[config.mk]
export PLATFORM = sky130hd
export DESIGN_NAME = alu_req_initiator_flat
export DESIGN_NICKNAME = d
export VERILOG_FILES = /design/src/rtl/alu_req_initiator_if.sv /design/src/rtl/alu_req_initiator.sv /design/src/flat_wrapper.sv
export SDC_FILE = /design/constraint.sdc
export NUM_CORES = 1
export LEC_CHECK = 0
export CORE_AREA = 2 2 231 233
export DETAILED_ROUTE_END_ITERATION = 12
export DIE_AREA = 0 0 233 235
export PLACE_DENSITY = 0.47
export SLEW_MARGIN = 25
export SYNTH_ARGS = -nofsm -noshare
export SYNTH_HDL_FRONTEND = slang
export SYNTH_SLANG_ARGS = --single-unit
[constraint.sdc]
create_clock -name clk -period 3.15 [get_ports clk]
set_input_delay 0.63 -clock clk [delete_from_list [all_inputs] [get_ports clk]]
set_output_delay 0.63 -clock clk [all_outputs]
set_load 0.02 [all_outputs]
[src/rtl/alu_req_initiator_if.sv]
// Bundle between the ALU request initiator and its environment.
// Ports: command stream in, ALU request/valid, response stream out, status.
interface alu_req_initiator_if #(
  parameter int WIDTH = 32
);
  logic             cmd_valid;
  logic             cmd_ready;
  logic [WIDTH-1:0] cmd_a;
  logic [WIDTH-1:0] cmd_b;
  logic [1:0]       cmd_op;
  logic             cmd_last;

  logic             alu_request;
  logic [WIDTH-1:0] alu_operandA;
  logic [WIDTH-1:0] alu_operandB;
  logic [1:0]       alu_opcode;
  logic [WIDTH-1:0] alu_result;
  logic             alu_valid;

  logic             rsp_valid;
  logic             rsp_ready;
  logic [WIDTH-1:0] rsp_result;
  logic             rsp_timeout;
  logic             rsp_last;

  logic             done;
  logic [15:0]      txn_count;

  modport master (
    input  cmd_valid, cmd_a, cmd_b, cmd_op, cmd_last,
    output cmd_ready,
    output alu_request, alu_operandA, alu_operandB, alu_opcode,
    input  alu_result, alu_valid,
    output rsp_valid, rsp_result, rsp_timeout, rsp_last,
    input  rsp_ready,
    output done, txn_count
  );

  modport slave (
    output cmd_valid, cmd_a, cmd_b, cmd_op, cmd_last,
    input  cmd_ready,
    input  alu_request, alu_operandA, alu_operandB, alu_opcode,
    output alu_result, alu_valid,
    input  rsp_valid, rsp_result, rsp_timeout, rsp_last,
    output rsp_ready,
    input  done, txn_count
  );
endinterface

[src/rtl/alu_req_initiator.sv]
// ALU request initiator: buffers commands, issues one ALU request at a
// time with timeout, returns results in order. Ports: clk, reset, bus.
module alu_req_initiator #(
  parameter int WIDTH     = 32,
  parameter int CMD_DEPTH = 4,
  parameter int TIMEOUT   = 255
) (
  input  logic               clk,
  input  logic               reset,
  alu_req_initiator_if.master bus
);
  localparam int AW = $clog2(CMD_DEPTH);
  localparam int CW = AW + 1;

  typedef struct packed {
    logic [WIDTH-1:0] a;
    logic [WIDTH-1:0] b;
    logic [1:0]       op;
    logic             last;
  } cmd_t;

  typedef enum logic [1:0] {
    IDLE, ISSUE, RESP, DONE
  } state_t;

  cmd_t             mem_q [CMD_DEPTH];
  logic [AW-1:0]    wr_q, rd_q;
  logic [CW-1:0]    cnt_q, cnt_d;
  state_t           state_q;
  logic [15:0]      tmr_q;
  logic             cmd_ready_q;
  logic             req_q;
  logic [WIDTH-1:0] opa_q, opb_q;
  logic [1:0]       opc_q;
  logic             last_q;
  logic             rsp_valid_q;
  logic [WIDTH-1:0] rsp_result_q;
  logic             rsp_timeout_q;
  logic             rsp_last_q;
  logic             done_q;
  logic [15:0]      txn_q;
  logic             push, pop;
  cmd_t             head;

  assign push  = bus.cmd_valid && cmd_ready_q;
  assign pop   = (state_q == IDLE) && (cnt_q != '0);
  assign cnt_d = cnt_q + CW'(push) - CW'(pop);
  assign head  = mem_q[rd_q];

  // Storage needs no reset; occupancy is tracked by cnt_q.
  always_ff @(posedge clk) begin
    if (push)
      mem_q[wr_q] <= '{a: bus.cmd_a, b: bus.cmd_b,
                       op: bus.cmd_op, last: bus.cmd_last};
  end

  always_ff @(posedge clk) begin
    if (!reset) begin
      wr_q          <= '0;
      rd_q          <= '0;
      cnt_q         <= '0;
      state_q       <= IDLE;
      tmr_q         <= '0;
      cmd_ready_q   <= 1'b1;
      req_q         <= 1'b0;
      opa_q         <= '0;
      opb_q         <= '0;
      opc_q         <= '0;
      last_q        <= 1'b0;
      rsp_valid_q   <= 1'b0;
      rsp_result_q  <= '0;
      rsp_timeout_q <= 1'b0;
      rsp_last_q    <= 1'b0;
      done_q        <= 1'b0;
      txn_q         <= '0;
    end else begin
      cnt_q <= cnt_d;
      if (push) wr_q <= wr_q + AW'(1);
      if (pop)  rd_q <= rd_q + AW'(1);
      // Registered from next occupancy, so a pop only frees a slot
      // on the following cycle.
      cmd_ready_q <= (cnt_d != CW'(CMD_DEPTH));
      unique case (state_q)
        IDLE: begin
          if (pop) begin
            opa_q   <= head.a;
            opb_q   <= head.b;
            opc_q   <= head.op;
            last_q  <= head.last;
            req_q   <= 1'b1;
            tmr_q   <= '0;
            state_q <= ISSUE;
          end
        end
        ISSUE: begin
          tmr_q <= tmr_q + 16'd1;
          // alu_valid takes priority over a coinciding timeout.
          if (bus.alu_valid) begin
            rsp_result_q  <= bus.alu_result;
            rsp_timeout_q <= 1'b0;
            rsp_last_q    <= last_q;
            rsp_valid_q   <= 1'b1;
            req_q         <= 1'b0;
            state_q       <= RESP;
          end else if (tmr_q == 16'(TIMEOUT - 1)) begin
            rsp_result_q  <= '0;
            rsp_timeout_q <= 1'b1;
            rsp_last_q    <= last_q;
            rsp_valid_q   <= 1'b1;
            req_q         <= 1'b0;
            state_q       <= RESP;
          end
        end
        RESP: begin
          if (bus.rsp_ready) begin
            rsp_valid_q <= 1'b0;
            if (txn_q != 16'hFFFF) txn_q <= txn_q + 16'd1;
            if (rsp_last_q) begin
              done_q      <= 1'b1;
              cmd_ready_q <= 1'b0;
              state_q     <= DONE;
            end else begin
              state_q <= IDLE;
            end
          end
        end
        DONE: begin
          cmd_ready_q <= 1'b0;
        end
      endcase
    end
  end

  assign bus.cmd_ready    = cmd_ready_q;
  assign bus.alu_request  = req_q;
  assign bus.alu_operandA = opa_q;
  assign bus.alu_operandB = opb_q;
  assign bus.alu_opcode   = opc_q;
  assign bus.rsp_valid    = rsp_valid_q;
  assign bus.rsp_result   = rsp_result_q;
  assign bus.rsp_timeout  = rsp_timeout_q;
  assign bus.rsp_last     = rsp_last_q;
  assign bus.done         = done_q;
  assign bus.txn_count    = txn_q;
endmodule

[src/flat_wrapper.sv]
// flat-port wrapper written by rule: the top's interface ports become plain ports
module alu_req_initiator_flat 
#(
  parameter int WIDTH     = 32,
  parameter int CMD_DEPTH = 4,
  parameter int TIMEOUT   = 255
)
  (clk, reset, bus_cmd_valid, bus_cmd_a, bus_cmd_b, bus_cmd_op, bus_cmd_last, bus_cmd_ready, bus_alu_request, bus_alu_operandA, bus_alu_operandB, bus_alu_opcode, bus_alu_result, bus_alu_valid, bus_rsp_valid, bus_rsp_result, bus_rsp_timeout, bus_rsp_last, bus_rsp_ready, bus_done, bus_txn_count);
  alu_req_initiator_if #(.WIDTH(WIDTH)) bus_i ();
  input  logic clk;
  input  logic reset;
  input wire logic [$bits(bus_i.cmd_valid)-1:0] bus_cmd_valid;
  input wire logic [$bits(bus_i.cmd_a)-1:0] bus_cmd_a;
  input wire logic [$bits(bus_i.cmd_b)-1:0] bus_cmd_b;
  input wire logic [$bits(bus_i.cmd_op)-1:0] bus_cmd_op;
  input wire logic [$bits(bus_i.cmd_last)-1:0] bus_cmd_last;
  output wire logic [$bits(bus_i.cmd_ready)-1:0] bus_cmd_ready;
  output wire logic [$bits(bus_i.alu_request)-1:0] bus_alu_request;
  output wire logic [$bits(bus_i.alu_operandA)-1:0] bus_alu_operandA;
  output wire logic [$bits(bus_i.alu_operandB)-1:0] bus_alu_operandB;
  output wire logic [$bits(bus_i.alu_opcode)-1:0] bus_alu_opcode;
  input wire logic [$bits(bus_i.alu_result)-1:0] bus_alu_result;
  input wire logic [$bits(bus_i.alu_valid)-1:0] bus_alu_valid;
  output wire logic [$bits(bus_i.rsp_valid)-1:0] bus_rsp_valid;
  output wire logic [$bits(bus_i.rsp_result)-1:0] bus_rsp_result;
  output wire logic [$bits(bus_i.rsp_timeout)-1:0] bus_rsp_timeout;
  output wire logic [$bits(bus_i.rsp_last)-1:0] bus_rsp_last;
  input wire logic [$bits(bus_i.rsp_ready)-1:0] bus_rsp_ready;
  output wire logic [$bits(bus_i.done)-1:0] bus_done;
  output wire logic [$bits(bus_i.txn_count)-1:0] bus_txn_count;
  assign bus_i.cmd_valid = bus_cmd_valid;
  assign bus_i.cmd_a = bus_cmd_a;
  assign bus_i.cmd_b = bus_cmd_b;
  assign bus_i.cmd_op = bus_cmd_op;
  assign bus_i.cmd_last = bus_cmd_last;
  assign bus_cmd_ready = bus_i.cmd_ready;
  assign bus_alu_request = bus_i.alu_request;
  assign bus_alu_operandA = bus_i.alu_operandA;
  assign bus_alu_operandB = bus_i.alu_operandB;
  assign bus_alu_opcode = bus_i.alu_opcode;
  assign bus_i.alu_result = bus_alu_result;
  assign bus_i.alu_valid = bus_alu_valid;
  assign bus_rsp_valid = bus_i.rsp_valid;
  assign bus_rsp_result = bus_i.rsp_result;
  assign bus_rsp_timeout = bus_i.rsp_timeout;
  assign bus_rsp_last = bus_i.rsp_last;
  assign bus_i.rsp_ready = bus_rsp_ready;
  assign bus_done = bus_i.done;
  assign bus_txn_count = bus_i.txn_count;
  alu_req_initiator #(.WIDTH(WIDTH), .CMD_DEPTH(CMD_DEPTH), .TIMEOUT(TIMEOUT)) u_core (.clk(clk), .reset(reset), .bus(bus_i));
endmodule
# After elaboration in Yosys (flattened, before gate mapping)
# Memories as Yosys holds them, arrays and structs flattened. A register that Yosys moved wholly into a read port is not among the register bits.
# Cells that the tools add are included.
# Widths: inputs -> output; s select.
# totals
word_cells,72
n_memories,1
ramBits,268
ff_bits,79
out_inout_bits,120
# mem_list
name,depth,word_bits,rd,rd_clocked_by_memory_dff,write_ports,line_no,source
u_core.mem_q,4,67,1,1,1,alu_req_initiator.sv:26,cmd_t mem_q [CMD_DEPTH];
# classes
addsub,6
n_mux,26
n_eq_ne,9
reduce_logical,17
# op_table
operator,n
$mux 32,2
$add 16x1->16 const B,2
$pmux 16 s2,1
$eq 16x8->1 const B,1
$mux 16,1
$ne 16x16->1 const B,1
$mux 1,13
$reduce_and 3->1,4
$mux 2,5
$pmux 1 s2,3
$pmux 2 s3,1
$reduce_and 2->1,3
$reduce_bool 2->1,3
$reduce_bool 3->1,2
$add 2x1->2 const B,2
$eq 2x2->1 const B,2
$reduce_and 4->1,1
$add 3x1->3,1
$ne 3x2->1 const B,1
$ne 3x3->1 const B,1
$sub 3x1->3,1
$eq 2x1->1 const B,1
$logic_and 1x1->1,2
$logic_not 2->1,1
3 further kinds,3

# Depth between registers and ports, before layout
# Gate-level depths: netlist of run 1.
# logic_depth
ltp_word,7
depth_mapped,12
mapped_depth_nobuf,11

# Least setup slack after synthesis of run 1
# No wires, ideal clock.
# synth_path
path_type,input port to flip-flop
startpoint,input port bus_cmd_valid
endpoint,"memory u_core.mem_q[0][0] in the netlist's numbering, enable pin"
setup_slack_ns,0.465
stages,1
setup_ns,0.433
arrival_time_ns,2.252
n_path_buf,0
path_cell_list,and3_1
# synth_via
elab_chain_len,3
# synth_lines
item,line_no,source
start: declaration,flat_wrapper.sv:12,input wire logic [$bits(bus_i.cmd_valid)-1:0] bus_cmd_valid;
$logic_and 1x1->1,alu_req_initiator.sv:45,assign push = bus.cmd_valid && cmd_ready_q;
$mux 1,alu_req_initiator.sv:52,if (push)
$mux 1 (implied by the code),alu_req_initiator.sv:53,"mem_q[wr_q] <= '{a: bus.cmd_a, b: bus.cmd_b,"
end: declaration,alu_req_initiator.sv:26,
# Every way passes these cells.

# Worst setup path after layout of run 1
# layout_path
startpoint,register u_core.state_q[0]
endpoint,"register u_core.cmd_ready_q, in the netlist u_core.bus.cmd_ready"
# layout_via
elab_chain_len,7
# layout_lines
item,line_no,source
start: declaration,alu_req_initiator.sv:29,state_t state_q;
start signal: assignment,alu_req_initiator.sv:62,state_q <= IDLE;
start signal: assignment,alu_req_initiator.sv:92,state_q <= ISSUE;
start signal: assignment,alu_req_initiator.sv:104,state_q <= RESP;
$logic_not 2->1,alu_req_initiator.sv:46,assign pop = (state_q == IDLE) && (cnt_q != '0);
$logic_and 1x1->1,alu_req_initiator.sv:46,
$sub 3x1->3,alu_req_initiator.sv:47,assign cnt_d = cnt_q + CW'(push) - CW'(pop);
$ne 3x3->1,alu_req_initiator.sv:82,cmd_ready_q <= (cnt_d != CW'(CMD_DEPTH));
$mux 1,alu_req_initiator.sv:118,if (rsp_last_q) begin
$mux 1,alu_req_initiator.sv:115,if (bus.rsp_ready) begin
$pmux 1 s2 *,alu_req_initiator.sv:83,unique case (state_q)
end signal: assignment,alu_req_initiator.sv:82,
end: declaration,alu_req_initiator.sv:31,logic cmd_ready_q;
# Mark *: on every way between the ends. The rest lies on a longest branch, timed or not.
# A chain may end at the register's enable or synchronous reset.

==> run metrics, run 1 <==
vias in the first global route 9,560; worst skew pair latency 0.58 ns; PD cells 834 nW/um2; WHS Path Cells 2; Clk pin slew, worst setup/hold paths 0.06 ns; final setup fails 0; measured slew at the worst slew-check pin 0.962 ns; GR Util All Layers 13.8%; share of layout cells above drive strength 1 14.2%; register-to-register setup slack 0.65 ns; wire per inst 19.2 um; pin count of the biggest net entering global routing 70; Crit Path Category register to register; Slew Limit Fails 0; Max Buffers Root-to-Sink 3; I/O Buffers 223; RSZ-0062 raised after global routing no; # rows 84; Pre-antenna DRT Iters 4; FMAX 401 MHz; status finished, final reports clean; Worst Path Max Fanout 7; Setup Buffers After CTS 0; Synth Flop Type edfxtp_1; setup TNS 0 ns; post-synthesis sequential area ratio 70.9%; Initial Util 29.6%; startpoint class of the critical path register; Iter 0 DRT Violations 557; R2R cell count 11; final-report hold violation count 0; WHS Endpoint u_core.bus.alu_operandB[8]; hold-fix buffers at CTS 0; area delta synth->final 30.4%; routed vias 9,254; Synth cell types 60; met2 wire len 17.4 mm; GPL Wtd Cong 0.757; EDFF count, synth 268; Resize count post-CTS 0; Vias/cell 4.70; total congestion overflow 0; CORE AREA 52,200 um2; Cell Area, Synth 15,500 um2; Root Buffer clkbuf_16; Worst slew margin 35.9%; fin crit share 79.2%; LEAKAGE 6.63 nW; clock skew 0.0126 ns; H-tree levels 2; Max-Cap Viols 0; CTS tree yes; Data arrival, critical path 2.96 ns; I/O Pins 224; Syn Nets 1,127; die height 235 um; min Tclk post-route 2.50 ns; Post-Route M1 WL 17.1 mm; Die Wd 233 um; Synth async-reset ratio 0%; Final HPWL DP 22.8 mm; fillers 4,887; metal3 WL 2.48 mm; # DRC 0; hold path start u_core.bus.alu_operandB[8]; r2r endpoint u_core.bus.cmd_ready; CTS sink cnt 414; pre-CTS setup slack 0.601 ns; CTS buffer count 47; Yosys reg bits 414; Critical R2R Launch u_core.state_q[0]; Top Metal Used met5; CP Capture Type register; initial antenna violation count 7; global-route wire length before repair 57.7 mm; HP Class register to register; fin worst setup slack 0.654 ns; Avg Cell Area, Syn 15.3 um2; final WL 37.9 mm; synth warn 0; Critical Path RT 3.61 ns; Peak VDD IR 717 uV; Nets 1,360; Final ANT Viol Nets 0; Syn Inst Count 1,009; DIE AREA 54,800 um2
cell type report:
| cell class | count | area (um2) | share of cell area (%) |
|---|---|---|---|
| flip-flops and latches | 414 | 11000 | 54.4 |
| multi-input cells | 516 | 4190 | 20.8 |
| repair buffers | 245 | 2520 | 12.5 |
| clock buffers | 61 | 1270 | 6.28 |
| well taps | 688 | 861 | 4.26 |
| clock inverters | 26 | 292 | 1.44 |
| inverters | 18 | 71.3 | 0.353 |
| diodes | 3 | 7.51 | 0.0372 |
power breakdown:
part	internal, mW	switching (mW)
registers	6.51	0.479
clock network	3.33	2.20
logic	1.95	2.37
total	11.8	5.05
sequential cells by signal, indices dropped and copies added (netlist names):
signal                   flops
u_core.bus.done              1
u_core.state_q               2
u_core.mem_q               268
u_core.tmr_q                16
u_core.bus.alu_operandB     32
u_core.bus.alu_request       1
u_core.rd_q                  2
u_core.bus.rsp_valid         1
u_core.bus.cmd_ready         1
u_core.bus.rsp_timeout       1
u_core.bus.alu_opcode        2
u_core.cnt_q                 3
u_core.last_q                1
u_core.bus.rsp_result       32
u_core.bus.txn_count        16
u_core.wr_q                  2
u_core.bus.alu_operandA     32
u_core.bus.rsp_last          1
metal layers:
metal | vias to the layer above | track usage [%]
li1 | 4335 | -
met1 | 4593 | 18.4
met2 | 245 | 21.9
met3 | 71 | 3.73
met4 | 10 | 4.44
met5 | - | 0
worst max-delay path: stages (launching register included):
cell and delay, ns:
dfxtp_1 0.39, inv_1 0.08, ha_1 0.30, o31ai_4 0.11
clkinv_2 0.10, ha_1 0.28, inv_1 0.04, ha_1 0.20
fa_1 0.41, xnor2_1 0.19, nand2_1 0.08, a31o_2 0.22
how the worst max path moves through the flow:
stage | end | start | slack, ns | cells past startpoint
2_1_floorplan | u_core.mem_q[0][0] | bus_cmd_valid | 0.47 | 1
3_3_place_gp | u_core.bus.cmd_ready | bus_cmd_valid | 0.61 | 8
3_5_place_dp | u_core.bus.cmd_ready | bus_cmd_valid | 0.60 | 8
4_1_cts | u_core.bus.cmd_ready | u_core.state_q[0] | 0.63 | 11
5_1_grt | u_core.bus.cmd_ready | u_core.state_q[0] | 0.45 | 11
6_report | u_core.bus.cmd_ready | u_core.state_q[0] | 0.65 | 11
cells in the mapped netlist (13+ instances only):
library cell | instances | share of area [%]
nand2_1 | 166 | 4.0
dfxtp_1 | 146 | 19
ha_1 | 13 | 1.1
a21oi_1 | 90 | 2.9
clkbuf_1 | 34 | 0.82
inv_1 | 17 | 0.41
mux4_2 | 67 | 9.7
a32o_1 | 32 | 2.1
nor2_1 | 14 | 0.34
buf_2 | 20 | 0.65
edfxtp_1 | 268 | 52
cell usage in the layout (no fill, tap or decap), types with 5 or more instances in the layout:
cell type / instances
o31ai_1: 12
o21ai_0: 8
clkinv_1: 8
a32o_1: 32
ha_1: 13
bufinv_16: 6
buf_4: 12
clkbuf_1: 10
clkdlybuf4s50_1: 222
mux2i_1: 9
xor2_1: 6
xnor2_1: 5
nand2b_1: 8
a21oi_1: 90
nand3_1: 10
mux4_2: 67
nand2_1: 166
clkbuf_16: 47
clkinv_2: 10
nand4_1: 6
edfxtp_1: 268
inv_1: 16
and2_1: 6
buf_12: 10
or4_1: 12
nor2_1: 14
dfxtp_1: 144
through the flow:
stage | utilization (%) | hold slack (ns) | cells | cell area [um2] | total power [mW]
2_1_floorplan | - | 0.435 | 1009 | 15500 | 9.60
3_3_place_gp | 35.6 | 0.442 | 1881 | 18600 | 11.5
3_5_place_dp | 35.6 | 0.448 | 1881 | 18600 | 11.6
4_1_cts | 38.6 | 0.456 | 1968 | 20200 | 17.2
5_1_grt | 38.6 | 0.469 | 1968 | 20200 | 17.8
6_report | 38.6 | 0.453 | 1971 | 20200 | 16.8
logic make-up (layout without fill, tap and decap cells):
group,after synthesis,count (layout),share of synthesized area [%]
adders and majority gates,14,14,1.18
and+or+nand+nor,256,256,8.00
xor gates and xnor gates,11,11,0.622
other,0,3,0
buffers and inverters,79,350,2.24
muxes,76,76,10.3
DFF,414,414,70.9
AOI/OAI and AO/OA,159,159,6.75
No activity file was read; power rests on OpenSTA's default activity.
==> run 2: changes to the inputs <==
Clock period 3.15 ns to 2.5 ns, I/O delays scaled along.
==> run metrics, run 2 (same netlist as run 1, synthesis figures left out) <==
startpoint class of the critical path register; pre-CTS setup slack 0.0956 ns; wire per inst 19.1 um; Iter 0 DRT Violations 442; DIE AREA 54,800 um2; CP Capture Type register; min Tclk post-route 2.33 ns; Max-Cap Viols 0; area occupied by multi-input gates 4200 um2; Vias/cell 4.70; I/O Buffers 223; RSZ-0062 raised after global routing no; commonest non-fill, non-tap cells in the layout edfxtp_1, clkdlybuf4s50_1, nand2_1; Clk pin slew, worst setup/hold paths 0.06 ns; Worst Path Max Fanout 4; max reg flops 268; status finished, final reports clean; routed vias 9,284; # DRC 0; CORE AREA 52,200 um2; vias in the first global route 9,577; Nets 1,367; Final ANT Viol Nets 0; Final HPWL DP 22.8 mm; Die Wd 233 um; total congestion overflow 0; fin crit share 93.2%; Critical Path RT 2.97 ns; ANT cells 0; PD cells 1030 nW/um2; CTS buffer count 46; Crit Path Category register to register; Root Buffer clkbuf_16; worst skew pair latency 0.59 ns; DP Area 18,700 um2; clock skew 0.0162 ns; Final Util 38.6%; CTS sink cnt 414; die height 235 um; LEAKAGE 6.63 nW; GR Util All Layers 13.8%; measured slew at the worst slew-check pin 0.978 ns; area delta synth->final 30.4%; Data arrival, critical path 2.80 ns; fin worst setup slack 0.169 ns; H-tree levels 2; # rows 84; initial antenna violation count 4; Pre-antenna DRT Iters 5; GPL Wtd Cong 0.735; final-report hold violation count 0; fillers 4,884; FMAX 429 MHz; I/O Pins 224; largest register by flop count u_core.mem_q; final WL 37.7 mm; CTS tree yes; pin count of the biggest net entering global routing 70; final setup fails 0; storage element area 11,000 um2; share of layout cells above drive strength 1 14.6%; commonest non-fill, non-tap cell in the layout edfxtp_1; Worst slew margin 34.8%; Peak VDD IR 854 uV; global-route wire length before repair 57.9 mm; final instance area 20,200 um2; Max Buffers Root-to-Sink 3; HP Class input port to register; Initial Util 29.6%; Slew Limit Fails 0
[run 2: final cells by class]
| class | count | share of cell area (%) |
|---|---|---|
| Sequential cell | 414 | 54.4 |
| Multi-Input combinational cell | 516 | 20.8 |
| Timing Repair Buffer | 253 | 13.0 |
| Clock buffer | 68 | 6.47 |
| Tap cell | 688 | 4.27 |
| Clock inverter | 18 | 0.763 |
| Inverter | 18 | 0.347 |
[run 2: layer usage]
metal	part of all wire (%)	vias up	global-route usage [%]
met5	0.14	-	0
met4	1.6	8	3.71
met3	7.0	54	3.94
met2	47	243	22.3
met1	44	4639	18.1
li1	-	4340	-
[run 2: final timing paths]
kind / from / slack [ns] / cells after the start / end
setup / recovery: u_core.state_q[0] / 0.17 / 11 / u_core.bus.cmd_ready
hold / removal: reset / 0.35 / 2 / u_core.bus.alu_request
setup reg to reg: u_core.state_q[0] / 0.17 / 11 / u_core.bus.cmd_ready
hold reg to reg: u_core.bus.alu_operandB[24] / 0.45 / 2 / u_core.bus.alu_operandB[24]
[run 2: report_power, final]
| part | switching, mW | total (mW) | internal, mW |
|---|---|---|---|
| Combinational | 3.22 | 5.74 | 2.52 |
| Clock | 2.75 | 6.50 | 3.75 |
| Sequential | 0.422 | 8.63 | 8.20 |
| Total | 6.39 | 20.9 | 14.5 |
[run 2: through the flow]
stage          setup TNS, ns  instances  total power [mW]  hold slack [ns]
2_1_floorplan        -0.0737       1009              12.1            0.435
3_3_place_gp               0       1889              14.6            0.443
3_5_place_dp               0       1889              14.7            0.446
4_1_cts                    0       1975              21.3            0.343
5_1_grt                    0       1975              22.0            0.365
6_report                   0       1975              20.9            0.355
[run 2: worst max-delay path: stages, from the launching register on]
cell,delay (ns)
dfxtp_2,0.35
inv_1,0.07
ha_1,0.25
o31ai_4,0.08
inv_2,0.07
ha_1,0.28
inv_1,0.04
ha_1,0.20
fa_1,0.44
xnor2_2,0.15
nand2_1,0.07
a31o_2,0.23
[run 2: repair_timing]
item | in CTS | in global routing
setup endpoints to repair | 0 | 1
hold buffers | 0 | 0
gates resized for setup | 0 | 3
setup buffers | 0 | 0
==> run 3: changes to the inputs <==
Settings changed: ABC_CLOCK_PERIOD_IN_PS set to 2500.
==> results of run 3 <==
The final DEF is identical to that of run 2; final timing and power are the same.
